`src/rtl/iir_decim_avg.sv`:
```
// iir_decim_avg: block-average decimator with a 2-entry valid/ready output FIFO
module iir_decim_avg #(
  parameter int data_width = 6,
  parameter int decim_log2 = 2,
  parameter int round_mode = 1
) (
  input  logic                  clk,
  input  logic                  rst,
  input  logic                  init_n,
  input  logic                  enable,
  input  logic [data_width-1:0] data_in,
  input  logic                  sat_in,
  input  logic                  dout_ready,
  output logic                  dout_valid,
  output logic [data_width-1:0] dout,
  output logic                  dout_sat,
  output logic                  overflow,
  output logic [7:0]            drop_cnt
);
  localparam int aw = data_width + decim_log2;
  localparam int n = 1 << decim_log2;
  localparam int rnd = (round_mode != 0 && decim_log2 > 0) ? n / 2 : 0;
  localparam logic [decim_log2:0] last = (decim_log2 + 1)'(n - 1);

  logic                         clr;
  logic signed [data_width-1:0] din;
  logic signed [aw-1:0]         acc;
  logic signed [aw-1:0]         sum;
  logic signed [aw-1:0]         rsum;
  logic [data_width-1:0]        res;
  logic [decim_log2:0]          cnt;
  logic                         sat_acc;
  logic                         blk_sat;
  logic                         done;
  logic                         pop;
  logic                         full;
  logic                         push_ok;
  logic                         drop;
  logic                         head_new;
  logic                         head_tail;
  logic                         tail_new;
  logic [1:0]                   fcnt;
  logic [data_width-1:0]        td;
  logic                         ts;

  assign clr = rst | ~init_n;
  assign din = data_in;
  assign sum = acc + aw'(din);
  assign rsum = sum + aw'(rnd);
  assign res = rsum[aw-1:decim_log2];
  assign blk_sat = sat_acc | sat_in;
  assign dout_valid = fcnt != 2'd0;

  // block completion and FIFO steering; dout is the head register so it holds when empty
  always_comb begin
    done = enable & (cnt == last);
    pop = dout_valid & dout_ready;
    full = fcnt == 2'd2;
    push_ok = done & (~full | pop);
    drop = done & full & ~pop;
    head_new = push_ok & ((fcnt == 2'd0) | ((fcnt == 2'd1) & pop));
    head_tail = pop & full;
    tail_new = push_ok & (full | ((fcnt == 2'd1) & ~pop));
  end

  // accumulator, FIFO registers and drop bookkeeping
  always_ff @(posedge clk) begin
    if (clr) begin
      acc <= '0;
      cnt <= '0;
      sat_acc <= 1'b0;
      dout <= '0;
      dout_sat <= 1'b0;
      td <= '0;
      ts <= 1'b0;
      fcnt <= '0;
      overflow <= 1'b0;
      drop_cnt <= '0;
    end else begin
      if (enable) begin
        acc <= done ? '0 : sum;
        cnt <= done ? '0 : cnt + 1'b1;
        sat_acc <= done ? 1'b0 : blk_sat;
      end
      if (head_new) begin
        dout <= res;
        dout_sat <= blk_sat;
      end else if (head_tail) begin
        dout <= td;
        dout_sat <= ts;
      end
      if (tail_new) begin
        td <= res;
        ts <= blk_sat;
      end
      fcnt <= fcnt + {1'b0, push_ok} - {1'b0, pop};
      if (drop) begin
        overflow <= 1'b1;
        drop_cnt <= drop_cnt + {7'd0, drop_cnt != 8'hff};
      end
    end
  end
endmodule

```
`config.mk`:
```
export PLATFORM = sky130hd
export DESIGN_NAME = iir_decim_avg
export DESIGN_NICKNAME = d
export VERILOG_FILES = /design/src/rtl/iir_decim_avg.sv
export SDC_FILE = /design/constraint.sdc
export NUM_CORES = 1
export LEC_CHECK = 0
export ABC_AREA = 1
export BUFFER_PORTS_ARGS = -buffer_cell sky130_fd_sc_hd__clkbuf_2
export CORE_UTILIZATION = 61
export DETAILED_ROUTE_END_ITERATION = 8
export GPL_TIMING_DRIVEN = 0
export PLACE_DENSITY_LB_ADDON = 0.08
export SYNTH_ARGS = -nofsm -noshare
export SYNTH_HDL_FRONTEND = slang
export SYNTH_SLANG_ARGS = --single-unit
```
`constraint.sdc`:
```
create_clock -name clk -period 5.6 [get_ports clk]
set_input_delay 0.56 -clock clk [delete_from_list [all_inputs] [get_ports clk]]
set_output_delay 0.56 -clock clk [all_outputs]
set_load 0.01 [all_outputs]
```
## Word-level counts from Yosys, hierarchy flattened

Cells that the tools add are included.

| operators by class | value |
|---|---|
| $add $sub $neg | 6 |
| equal/unequal tests | 4 |
| multiplexer cells | 7 |
| bitwise logic cells | 18 |
| reductions and logical operators | 3 |

Operators by type and width:

| kind | number |
|---|---|
| $mux W6 | 2 |
| $and A1 B1 Y1 | 10 |
| $add A8 B1 Y8 | 1 |
| $add A8 B3 Y8 const B | 1 |
| $add A8 B6 Y8 | 1 |
| $mux W8 | 1 |
| $ne A8 B8 Y1 const B | 1 |
| $or A1 B1 Y1 | 5 |
| $reduce_bool A2 Y1 | 2 |
| $add A3 B1 Y3 const B | 1 |
| $eq A3 B2 Y1 const B | 1 |
| $mux W1 | 3 |
| $mux W3 | 1 |
| $not A1 Y1 | 3 |
| $add A2 B1 Y2 | 1 |
| $eq A2 B1 Y1 const B | 1 |
| $eq A2 B2 Y1 const B | 1 |
| $logic_not A2 Y1 | 1 |
| $sub A2 B1 Y2 | 1 |

| storage, ports and cells | value |
|---|---|
| bits in registers | 37 |
| input port bits | 12 |
| output and inout port bits | 17 |
| word-level logic and storage cells | 48 |

## Longest topological paths before layout

Gate-level depths: netlist of the first run.

| logic depth | value |
|---|---|
| depth in word-level cells | 6 |
| gate-level depth with buffers | 15 |

## Worst setup path before layout of the first run

Ideal clock, no wire load.

| timing | value |
|---|---|
| kind | input to register |
| from | input port data_in[0] |
| to | register td[5] |
| setup time | 0.109 ns |
| arrival | 2.167 ns |
| required time | 5.491 ns |
| path slack | 3.324 ns |
| stages | 12 |
| path buffers | 0 |
| path through | ha_1 inv_1 fa_1 xnor2_1 ha_1 nand3_1 nor2_1 nand3_1 nand2_1 nand3_1 nand2_1 inv_1 |

| between the ends | value |
|---|---|
| cells in the longest elaborated chain, start to end | 2 |

Ends and longest elaborated chain:

| element | RTL line | text |
|---|---|---|
| start, declared | 11 | `input logic [data_width-1:0] data_in,` |
| $add A8 B6 Y8 | 48 | `assign sum = acc + aw'(din);` |
| $add A8 B3 Y8 | 49 | `assign rsum = sum + aw'(rnd);` |
| end signal, assigned | 93 | `td <= res;` |
| end, declared | 43 | `logic [data_width-1:0] td;` |

No other way between the ends.
A chain may end at the register's enable or synchronous reset.

## Worst setup path in the final report of the first run

| timing | value |
|---|---|
| from | register acc[0] |
| to | register td[5] |

| between the ends | value |
|---|---|
| cells in the longest elaborated chain, start to end | 2 |

Ends and longest elaborated chain:

| element | RTL line | text |
|---|---|---|
| start, declared | 27 | `logic signed [aw-1:0] acc;` |
| start signal, assigned | 81 | `acc <= done ? '0 : sum;` |
| $add A8 B6 Y8 | 48 |  |
| $add A8 B3 Y8 | 49 |  |

No other way between the ends.

==> results.ini, run 1 <==
[status]
status=completed

[global_routing]
use_met2=0.402
grt.busiest_layer=met2
use_met3=0.0693
grtUsageTotal=0.253
grt_max_degree=12
antenna_found_initial=0
grt_first_pass_wirelength_um=6980
grt_pass1_vias=1665
grt-ovfl-total=0
use_met1=0.341

[cells_and_area]
drive_gt1_frac=0.166
fin_nets=370
fin_cells=390
syn_to_final_growth_pct=12.6
num_antenna_cells=0
num-fill-cells=311

[pwr]
p_sw_uw=133
vdd_ir_drop_max_uv=158
clock_power_share=0.348
p_leak_uw=0.00120
pwr-share-seq=0.521
power.density_nw_per_um2=212
power_frac_comb=0.130
swShare=0.260
p_int_uw=381

[sta]
maxSlewViolCount=0
min_period_ns=2.30
skew_ns=0.00940
finalSetupTns_ns=0
rsz0062_at_grt=no
tightestPinTransition_ns=0.533
hold_violations=0
timing.final.crit_share=0.410
slew_headroom=0.645
finalSetupViolCount=0
fmax_mhz=436

[cts]
hold_buffers=0
cts_made_buffers=5
clock-root-buffer=clkbuf_4
clock_latency_ns=0.35
cts_tree=yes
clockBufferDepth=2
post_cts_buffers=0
htreeDepth=2
clock_sinks=37
cts_resized=0
clkTransAtPathRegs_ns=0.11

[floorplanning]
die_area_um2=3770
ioPinCount=29
die_h_um=61.4
design.core.area_um2=3360
row_count=21
start_util=0.640
die-width_um=61.4

[logic_synthesis]
synth.most_common_cell=nand2_1
yosys.area.top_type=dfxtp_1
yosysTopAreaCellShare=0.344
async_reset_ff_frac=0
synthDistinctLibCells=33
syn_inst=309
synth_fp_nets=335
synth_seq_cells=37
ys_seq_area_frac=0.344
synthTopCellsByCount=nand2_1 (73), inv_1 (45), dfxtp_1 (37)
synthTopCellsByArea=dfxtp_1 (34%), nand2_1 (13%), inv_1 (7.9%)
avgSynthCellArea_um2=6.96
syn-cell-area_um2=2150
ys.flop_type=dfxtp_1
ys_warn_count=0
synth_edf_count=0

[hold_path]
hold_path_class=primary input to flip-flop
min_from=enable
worstHoldPathCells=2
whs_endpoint=cnt[0]$_SDFFE_PP0P_

[route]
drt_iter0_drc=112
firstDrtPassIters=5
wl_per_cell_um=11.1
antenna_left=0
wl_um=4330
drc=0
viasPerCell=5.05
vias=1969

[critical_path]
r2r-end=td[5]$_SDFFE_PP0P_
rr_worst_depth=12
crit_arrival_ns=2.55
timing.reg2reg.setup_slack_ns=3.30
path_class=flip-flop to flip-flop
endpoint_kind=flip-flop
worstPathMaxFanout=3
r2r-start=acc[0]$_SDFFE_PP0P_
required_ns=5.85
startpoint_type=flip-flop

[placement]
place.port_buffers=28
placed_cells=383
gp_congestion=0.874
place_hpwl_um=3350

[run]
drv_cap=0

## area by class of cell
| type | instances | area (um^2) | share of cell area |
|---|---|---|---|
| Clock buffer | 5 | 37.5 | 0.0155 |
| Multi-Input combinational cell | 216 | 1190 | 0.493 |
| Timing Repair Buffer | 28 | 140 | 0.0579 |
| Buffer | 4 | 18.8 | 0.00775 |
| Clock inverter | 2 | 35.0 | 0.0145 |
| Tap cell | 46 | 57.6 | 0.0238 |
| Inverter | 52 | 198 | 0.0817 |
| Sequential cell | 37 | 741 | 0.306 |
## layout by cell type, fill, tap and decap left out, drive strengths merged
cell and n:
clkbuf 36, bufinv 1, inv 51, clkinv 2, a211oi 1, o21ai 19, nor3 4, a22oi 1
nand3 28, buf 1, xnor2 2, a31oi 6, a21o 1, nor2 28, ha 13, o21ba 1
nand3b 3, fa 1, nand4 2, o21bai 2, dfxtp 37, xor2 3, nand2 79, a21oi 22
## cells by family after synthesis
group / count (synthesis) / share of synthesized area
xor+xnor: 5 / 0.0204
flops: 37 / 0.344
fa+ha+maj: 14 / 0.0849
compound gates: 53 / 0.140
buf+inv: 56 / 0.101
simple gates: 144 / 0.309
## power by group through the flow
stage / clock [uW] / combinational [uW] / sequential, uW
4_1_cts: 181 / 66.7 / 268
3_3_place_gp: 0 / 64.7 / 274
6_report: 179 / 66.9 / 268
5_1_grt: 189 / 77.6 / 268
2_1_floorplan: 0 / 49.7 / 274
3_5_place_dp: 0 / 66.4 / 274
## per-layer routing
metal / share of wire / vias to the layer above
met1: 0.49 / 863
li1: - / 1064
met4: 0.015 / 0
met3: 0.045 / 9
met2: 0.45 / 33
met5: 0 / -
## metrics by stage
stage / setup slack, ns / utilization / area, um^2 / hold slack (ns) / total power (uW)
6_report: 3.30 / 0.720 / 2420 / 0.452 / 514
5_1_grt: 3.11 / 0.720 / 2420 / 0.449 / 535
4_1_cts: 3.30 / 0.720 / 2420 / 0.445 / 516
3_5_place_dp: 3.01 / 0.698 / 2350 / 0.456 / 340
3_3_place_gp: 3.02 / 0.698 / 2350 / 0.451 / 339
2_1_floorplan: 3.32 / - / 2150 / 0.439 / 323
## worst max-delay path, stage by stage, from the launching register on
cell and delay (ns):
dfxtp_1 0.34, ha_1 0.19, inv_1 0.06, fa_1 0.40
xnor2_1 0.30, ha_1 0.25, nand3_1 0.13, nor2_1 0.17
nand3_1 0.09, nand2_1 0.08, nand3_1 0.07, nand2_1 0.07
inv_1 0.04
## worst max path at each step
| stage | end | start | slack, ns |
|---|---|---|---|
| 2_1_floorplan | td[5]$_SDFFE_PP0P_ | data_in[0] | 3.32 |
| 3_3_place_gp | td[5]$_SDFFE_PP0P_ | data_in[0] | 3.02 |
| 3_5_place_dp | td[5]$_SDFFE_PP0P_ | data_in[0] | 3.01 |
| 4_1_cts | td[5]$_SDFFE_PP0P_ | acc[0]$_SDFFE_PP0P_ | 3.30 |
| 5_1_grt | td[5]$_SDFFE_PP0P_ | acc[0]$_SDFFE_PP0P_ | 3.11 |
| 6_report | td[5]$_SDFFE_PP0P_ | acc[0]$_SDFFE_PP0P_ | 3.30 |
## flip-flops by register name, indices dropped and copies added (netlist names)
name / count
acc: 8
cnt: 3
dout: 6
dout_sat: 1
drop_cnt: 8
fcnt: 2
overflow: 1
sat_acc: 1
td: 6
ts: 1
Note: power is estimated with default switching activity, not from simulation.
==> inputs of run 2 (changes only) <==
CORE_UTILIZATION = 57   (was 61)
clock period = 2.2 ns   (was 5.6 ns; I/O delays follow)
==> results.ini, run 2 (synthesis results as in run 1) <==
[status]
status=completed  ; unchanged

[global_routing]
grt-ovfl-total=0  ; unchanged
grt_first_pass_wirelength_um=8020  ; was 6980 um
antenna_found_initial=0  ; unchanged
grt_pass1_vias=1859  ; was 1665
grt_max_degree=11  ; was 12
grtUsageTotal=0.251  ; was 0.253

[cells_and_area]
final-seq-area_um2=742  ; was 741 um^2
reg.largest.list=acc: 8 flops, drop_cnt: 8 flops  ; unchanged
final_cell_area_um2=2470  ; was 2420 um^2
final_cell_mix=nand2_1 (73), inv_1 (44), dfxtp_1 (36), clkbuf_2 (28), nand3_1 (24)  ; was nand2_1 (73), inv_1 (45), dfxtp_1 (37), clkbuf_2 (28)
syn_to_final_growth_pct=14.8  ; was 12.6%
fin_nets=371  ; was 370
final_common_cell=nand2_1  ; unchanged
num_antenna_cells=0  ; unchanged
drive_gt1_frac=0.191  ; was 0.166
multi_input_area_um2=1220  ; was 1190 um^2
fin_cells=391  ; was 390
num-fill-cells=315  ; was 311

[cts]
clock-root-buffer=clkbuf_8  ; was clkbuf_4
clkTransAtPathRegs_ns=0.07  ; was 0.11 ns
cts_made_buffers=5  ; unchanged
clock_sinks=37  ; unchanged
cts_tree=yes  ; unchanged
clockBufferDepth=2  ; unchanged
htreeDepth=2  ; unchanged
clock_latency_ns=0.29  ; was 0.35 ns

[placement]
place.port_buffers=28  ; unchanged
place_hpwl_um=3350  ; about the same
gp_congestion=0.841  ; was 0.874
placed_cell_area_um2=2350  ; unchanged
placed_cells=383  ; unchanged

[floorplanning]
die_area_um2=4020  ; was 3770 um^2
row_count=21  ; unchanged
design.core.area_um2=3470  ; was 3360 um^2
die_h_um=63.4  ; was 61.4 um
ioPinCount=29  ; unchanged
die-width_um=63.4  ; was 61.4 um
start_util=0.620  ; was 0.640

[critical_path]
required_ns=2.39  ; was 5.85 ns
worstPathMaxFanout=3  ; unchanged
endpoint_kind=flip-flop  ; unchanged
startpoint_type=flip-flop  ; unchanged
path_class=flip-flop to flip-flop  ; unchanged
crit_arrival_ns=2.22  ; was 2.55 ns

[sta]
timing.final.crit_share=0.919  ; was 0.410
slew_headroom=0.613  ; was 0.645
fmax_mhz=494  ; was 436 MHz
skew_ns=0.00310  ; was 0.00940 ns
min_period_ns=2.02  ; was 2.30 ns
finalSetupTns_ns=0  ; unchanged
hold_violations=0  ; unchanged
tightestPinTransition_ns=0.580  ; was 0.533 ns
maxSlewViolCount=0  ; unchanged
finalSetupViolCount=0  ; unchanged
rsz0062_at_grt=no  ; unchanged

[route]
firstDrtPassIters=4  ; was 5
viasPerCell=5.10  ; was 5.05
vias=1996  ; was 1969
drt_iter0_drc=99  ; was 112
drc=0  ; unchanged
antenna_left=0  ; unchanged
wl_um=4510  ; was 4330 um
wl_per_cell_um=11.5  ; was 11.1 um

[pwr]
power.density_nw_per_um2=541  ; was 212 nW/um^2
p_leak_uw=0.00121  ; was 0.00120 uW
vdd_ir_drop_max_uv=334  ; was 158 uV

[hold_path]
hold_path_class=primary input to flip-flop  ; unchanged

[run]
drv_cap=0  ; unchanged

-- run 2: cell type report --
type / count / area share
Buffer: 4 / 0.00760
Clock buffer: 7 / 0.0350
Inverter: 52 / 0.0801
Multi-Input combinational cell: 216 / 0.494
Sequential cell: 37 / 0.301
Tap cell: 46 / 0.0233
Timing Repair Buffer: 29 / 0.0598
-- run 2: path summary, 6_finish.rpt --
kind	from	end	slack, ns	cells past startpoint
max	acc[0]$_SDFFE_PP0P_	dout[5]$_SDFFE_PP0P_	0.18	12
min reg2reg	td[0]$_SDFFE_PP0P_	td[0]$_SDFFE_PP0P_	0.46	2
min	enable	cnt[0]$_SDFFE_PP0P_	0.17	2
max reg2reg	acc[0]$_SDFFE_PP0P_	dout[5]$_SDFFE_PP0P_	0.18	12
-- run 2: timing repair --
action	CTS	global route
setup buffers	1	0
endpoints found under the setup margin	4	6
resized for setup	1	8
gates cloned	0	0
hold endpoints to repair	0	0
pin swaps	1	2
hold buffers	0	0
-- run 2: metal layers --
metal | GRT usage | wire length, um
met1 | 0.337 | 2290
met2 | 0.399 | 1990
met3 | 0.0489 | 175
met4 | 0.0852 | 56
met5 | 0 | 0
-- run 2: critical path, stage by stage, from the launching register on --
cell and delay, ns:
dfxtp_2 0.33, ha_2 0.19, inv_1 0.06, fa_2 0.38, xnor2_2 0.17, ha_2 0.22
nand3_2 0.11, nor2_2 0.12, nand3_1 0.08, nand2_1 0.08, nand3_1 0.09, nand2_1 0.07
inv_1 0.03
-- run 2: per-stage QoR --
stage	hold WS (ns)	worst slack [ns]	power, uW	utilization
detailed placement	0.453	-0.0813	867	0.677
global route	0.186	0.0178	1400	0.712
global placement	0.450	-0.0540	863	0.677
floorplan	0.315	0.168	823	-
CTS	0.175	0.0122	1340	0.706
finish	0.174	0.177	1340	0.712
-- run 2: power breakdown --
part / total (uW) / switching (uW) / leakage [uW] / internal [uW]
sequential: 683 / 4.97 / 0.000299 / 678
clock: 473 / 225 / 0.0000443 / 248
combinational: 181 / 115 / 0.000866 / 66.1
total: 1340 / 344 / 0.00121 / 992
